File: config.mk
export PLATFORM = sky130hd
export DESIGN_NAME = fetch_unit
export DESIGN_NICKNAME = d
export VERILOG_FILES = /design/src/rtl/fetch_unit.sv
export SDC_FILE = /design/constraint.sdc
export NUM_CORES = 1
export LEC_CHECK = 0
export ABC_AREA = 1
export CORE_MARGIN = 3
export CORE_UTILIZATION = 39
export DETAILED_ROUTE_END_ITERATION = 12
export GPL_TIMING_DRIVEN = 0
export PLACE_DENSITY = 0.77
export SYNTH_ARGS = -nofsm -noshare
export SYNTH_HDL_FRONTEND = slang
export SYNTH_SLANG_ARGS = --single-unit
File: constraint.sdc
create_clock -name clk -period 1.65 [get_ports clk]
set_input_delay 0.165 -clock clk [delete_from_list [all_inputs] [get_ports clk]]
set_output_delay 0.165 -clock clk [all_outputs]
set_load 0.005 [all_outputs]
File: src/rtl/fetch_unit.sv
// Instruction-fetch stage: owns the PC, runs the instruction-bus handshake,
// buffers one instruction for the hazard unit, and applies delayed redirects.
module fetch_unit #(
  parameter logic [31:0] RESET_PC = 32'hbfc0_0000
) (
  input  logic        clk,
  input  logic        resetn,
  input  logic        stall_f,
  input  logic        redirect_valid,
  input  logic [31:0] redirect_pc,
  output logic        ireq_valid,
  output logic [31:0] ireq_addr,
  input  logic        iresp_addr_ok,
  input  logic        iresp_data_ok,
  input  logic [31:0] iresp_data,
  output logic        i_valid,
  output logic        i_data_ok,
  output logic [31:0] pc_f,
  output logic [31:0] inst_f
);

  typedef enum logic [1:0] {
    S_REQ  = 2'd0,
    S_WAIT = 2'd1,
    S_HOLD = 2'd2
  } state_t;

  state_t      state, state_nxt;
  logic [31:0] pc;
  logic [31:0] inst_buf;
  logic        pend_redirect;
  logic [31:0] pend_pc;

  logic        complete;
  logic        advance;
  logic [31:0] next_pc;

  // complete/i_data_ok are built only from state and bus signals so the
  // hazard unit can feed stall_f back without a combinational loop.
  always_comb begin
    state_nxt = state;
    complete  = 1'b0;
    advance   = 1'b0;
    next_pc   = redirect_valid ? redirect_pc : (pend_redirect ? pend_pc : pc + 32'd4);
    case (state)
      S_REQ: begin
        if (iresp_addr_ok && iresp_data_ok) begin
          complete  = 1'b1;
          advance   = ~stall_f;
          state_nxt = stall_f ? S_HOLD : S_REQ;
        end else if (iresp_addr_ok) begin
          state_nxt = S_WAIT;
        end
      end
      S_WAIT: begin
        if (iresp_data_ok) begin
          complete  = 1'b1;
          advance   = ~stall_f;
          state_nxt = stall_f ? S_HOLD : S_REQ;
        end
      end
      S_HOLD: begin
        if (!stall_f) begin
          advance   = 1'b1;
          state_nxt = S_REQ;
        end
      end
      default: state_nxt = S_REQ;
    endcase
  end

  always_ff @(posedge clk or negedge resetn) begin
    if (!resetn) begin
      state         <= S_REQ;
      pc            <= RESET_PC;
      inst_buf      <= 32'd0;
      pend_redirect <= 1'b0;
      pend_pc       <= 32'd0;
    end else begin
      state <= state_nxt;
      if (complete) inst_buf <= iresp_data;
      if (advance) pc <= next_pc;
      // The instruction in F at redirect time is the delay slot, so the
      // target is parked until that slot completes and the PC moves on.
      if (advance) begin
        pend_redirect <= 1'b0;
      end else if (redirect_valid) begin
        pend_redirect <= 1'b1;
        pend_pc       <= redirect_pc;
      end
    end
  end

  assign ireq_valid = (state == S_REQ);
  assign ireq_addr  = pc;
  assign i_valid    = 1'b1;
  assign i_data_ok  = (state == S_HOLD) | complete;
  assign pc_f       = pc;
  assign inst_f     = complete ? iresp_data : inst_buf;

endmodule

* After elaboration in Yosys (flattened, before gate mapping) *
Cells that the tools add are included.

operators by class
  reduce and logical (&&, ||, !) cells = 5
  equality and inequality tests = 5
  $add $sub $neg = 1
  multiplexer cells = 18
  bitwise gates (word level) = 3

operators with widths
  kind                                           count
  two-way mux 32 bit                             3
  adder 32 x 3 -> 32 bit, second input constant  1
  two-way mux 2 bit                              5
  two-way mux 1 bit                              7
  case mux 2 bit (3 select lines)                1
  != test 2 bit, second input constant           2
  != test 3 x 1 -> 1 bit, second input constant  1
  case mux 1 bit (3 select lines)                1
  AND reduction 3 bit                            1
  == test 2 x 1 -> 1 bit, second input constant  1
  == test 2 bit, second input constant           1
  logical NOT 2 bit                              1
  NOT 1 bit                                      2
  case mux 1 bit (2 select lines)                1
  AND reduction 2 bit                            1
  nonzero test 2 bit                             1
  logical AND 1 bit                              1
  OR 1 bit                                       1

storage, ports and cells
  flip-flop bits (word level) = 99
  logic and storage cells = 37
  input bits = 70

* Logic depth before layout (Yosys ltp) *
  depth in word-level cells = 5
  gate-level depth with buffers = 9
  depth with buffers taken out = 9

* Least setup slack after synthesis *
No wires, ideal clock.

  path kind = reg2out
  from = register state[0]
  to = output port inst_f[10]
  setup slack = 0.187 ns
  data arrival time = 1.298 ns
  required time = 1.485 ns
  cell stages (with the launch flop) = 5
  path through = dfrtp_1 > or2_4 > nand3b_4 > buf_4 > mux2_2

between the ends
  word-level cells in the longest chain between the ends = 3

RTL lines
  what                                                                RTL line  RTL
  start, declared                                                     28        state_t state, state_nxt;
  start signal, assigned                                              80        state <= state_nxt;
  == test 2 x 1 -> 1 bit / logical NOT 2 bit (equally long branches)  45        case (state)
  case mux 1 bit (2 select lines) *                                   45
  two-way mux 32 bit *                                                n/a
  end, declared                                                       19        output logic [31:0] inst_f

Every way passes the cells marked *; elsewhere a longest branch is shown, timed or not.

* Worst setup path after layout *
  from = register state[0]
  to = output port inst_f[11]

The elaborated chain is that of the path after synthesis.

==> qor.yml <==
pwr:
  power_density_nw_per_um2: 1130
  power_mw: 10.0
  ir_worst_vdd_v: 0.000696
  p_leak_nw: 4.08
finish:
  final_common_cell: "clkdlybuf4s50_1"
  n_antenna_cell: 0
  final_cells: 1069
  nNetsFinal: 955
  mostFrequentLayoutCells: "122 x clkdlybuf4s50_1, 106 x nand2_1, 75 x dfrtp_1"
  area_growth_pct: 58.1
  fin_util_pct: 63.3
  drive_gt1_share_pct: 33.4
  stdcell_area_um2: 8860
floorplan:
  dieArea_um2: 15800
  io_pins: 169
  start_util_pct: 40.1
  core-area_um2: 14000
  die_w_um: 126
  rows: 43
  fp.dieH_um: 126
place:
  dp_cells: 1005
  pre_cts_slack_ps: -588
  hpwl_um: 11600
  post_dp_cell_area_um2: 7510
  io_buffers: 166
  routabilityCongestion: 0.909
critical_path:
  path_cells: "or2_4, nand3b_4, buf_12, buf_6, buf_8, mux2_4, buf_6"
  required_ps: 1480
  path_delay_family: "buffers and inverters"
  crit_top_cell: "buf_6"
  end_kind: "primary output"
  crit_arrival_ps: 1890
  rrSetupSlack_ps: -210
  slowest_delay_ps: 390
  cp-start-kind: "flip-flop"
  critPathBufInv: 4
  path_max_fanout: 5
  critPathKind: "reg -> out"
  slowest_stage: "dfrtp_1"
logic_synthesis:
  synth_top_family_by_area: "simple AND/OR/NAND/NOR gates"
  ys_ff_latch: 99
  yosys_warnings: 0
  synth_area_per_cell_um2: 8.52
  synth-xor-area-share_pct: 0.625
  synth_compound_area_share_pct: 12.8
  syn-num-nets: 729
  synth_seq_area_share_pct: 44.4
  syn_inst: 658
  ys_types: 39
  synth_fa_ha_area_share_pct: 0.223
  netlist_area_um2: 5600
  synthSimpleGateAreaFrac_pct: 23.2
  yosys-top-cells-area: "dfrtp_1 40%, nand2_1 7.9%, mux2_2 6.4%"
  netlist.area_leader.share_pct: 40.2
  synth.area.mux_share_pct: 6.43
  synth_area_leader_cell: "dfrtp_1"
clock_network:
  clkSinkCount: 99
  clk_latency_ps: 360
  cts_buffer_depth: 2
  cts_tree: "yes"
  root_buffer: "clkbuf_16"
  htreeDepth: 3
  clk_pin_slew_ps: 70
  numCtsBuffers: 9
sta:
  period_share_pct: 125
  hold_viol: 0
  timing.hold.ws_ps: 180
  relSlewSlack_pct: 59.0
  setup_tns_ps: -20880
  drv_slew: 0
  fin_skew_ps: 6.08
  max_freq_mhz: 486
  finalSetupViolCount: 99
  rsz0062_at_grt: "true"
  setup_slack_ps: -410
  tightestPinTransition_ps: 616
  period_needed_ps: 2060
drt:
  dr.pass1.iters: 5
  drt-total-wl_um: 17500
  drc: 0
  dr.first_iter.drc_count: 468
  wl_per_cell_um: 16.4
  routed-via-count: 5417
  antenna_left: 0
  vias_per_cell: 5.07
global_route:
  first_global_vias: 5337
  grt_usage_pct: 21.5
  grt_overflow_total: 0
  antenna_found_initial: 0
  grt_pass1_wl_um: 27400
  grt_max_degree: 56
min_path:
  holdCritPathClass: "in -> reg"
status:
  outcome: "finished, violations left"
  violations: "setup timing"
job:
  drv_cap: 0
-- timing repair --
action	4_1_cts	5_1_grt
resized for setup	255	66
gates cloned	7	7
buffers inserted	28	11
pin swaps	15	8
setup endpoints to repair	52	116
endpoints found under the hold margin	35	0
hold buffers	1	0
-- power breakdown --
group	internal [mW]	total, mW	switching (mW)
Clock	1.40	2.36	0.952
Combinational	2.54	4.19	1.66
Sequential	3.01	3.47	0.466
Total	6.95	10.0	3.07
-- path summary, 6_finish.rpt --
path                                startpoint      endpoint  depth (start not counted)
max in group asynchronous               resetn  inst_buf[16]                          3
worst max-delay path                  state[0]    inst_f[11]                          7
worst min-delay path            redirect_valid    pend_pc[2]                          3
worst max register to register        state[0]   pend_pc[20]                         11
worst min register to register      pend_pc[2]    pend_pc[2]                          2
min in group asynchronous               resetn  ireq_addr[5]                          2
-- worst register-to-register path, cell delays in order, from the launching register on --
cell	delay [ps]
dfrtp_1	390
or2_4	270
nand3b_4	90
buf_12	120
buf_4	110
buf_6	120
nand2_8	70
nand2_8	140
nand2_8	120
clkbuf_16	190
nand2_1	70
o21ai_2	60
-- registers in the layout, indices dropped and copies added, names as in the netlist --
signal         count
state              2
inst_buf          32
ireq_addr         32
pend_redirect      1
pend_pc           32
-- cell type report --
type / count / area [um^2]
Multi-Input combinational cell: 439 / 2700
Tap cell: 180 / 225
Inverter: 60 / 225
Clock inverter: 5 / 75.1
Fill cell: 1128 / 5130
Buffer: 59 / 494
Timing Repair Buffer: 216 / 2380
Sequential cell: 99 / 2510
Clock buffer: 11 / 253
-- kinds of logic after synthesis --
kind of cell               count (synthesis)
AOI/OAI and AO/OA                        112
xor gates and xnor gates                   4
adders and majority gates                  1
buffers and inverters                    122
DFF                                       99
muxes                                     32
other                                      1
and+or+nand+nor                          287
-- cells in the mapped netlist --
master	count
nor2_1	79
a31oi_1	2
o211ai_1	1
o21ai_1	3
xor2_1	1
a22oi_2	3
or2_2	1
inv_2	2
nand2_2	3
and2_1	2
clkbuf_4	1
nand2_8	2
a21oi_4	1
buf_6	9
nand2_1	118
xnor2_1	3
buf_4	38
nor2_4	6
or2_4	1
a21oi_1	22
dfrtp_1	90
nor3b_1	1
nand3b_1	1
o21bai_1	1
o21ai_0	47
inv_1	58
clkbuf_1	6
a22oi_1	2
nand3_1	65
buf_2	8
conb_1	1
o21ai_2	30
mux2_2	32
nand2_4	1
ha_1	1
nor3_1	1
dfstp_2	9
nor2_2	5
nand3b_4	1
-- layer usage --
metal	track usage (%)	vias to the layer above	routed length [um]
li1	-	2575	-
met1	26.7	2557	6610
met2	35.9	255	8690
met3	6.57	30	1810
met4	7.32	0	401
met5	0	-	0
Power figures use the tool's default switching activity.
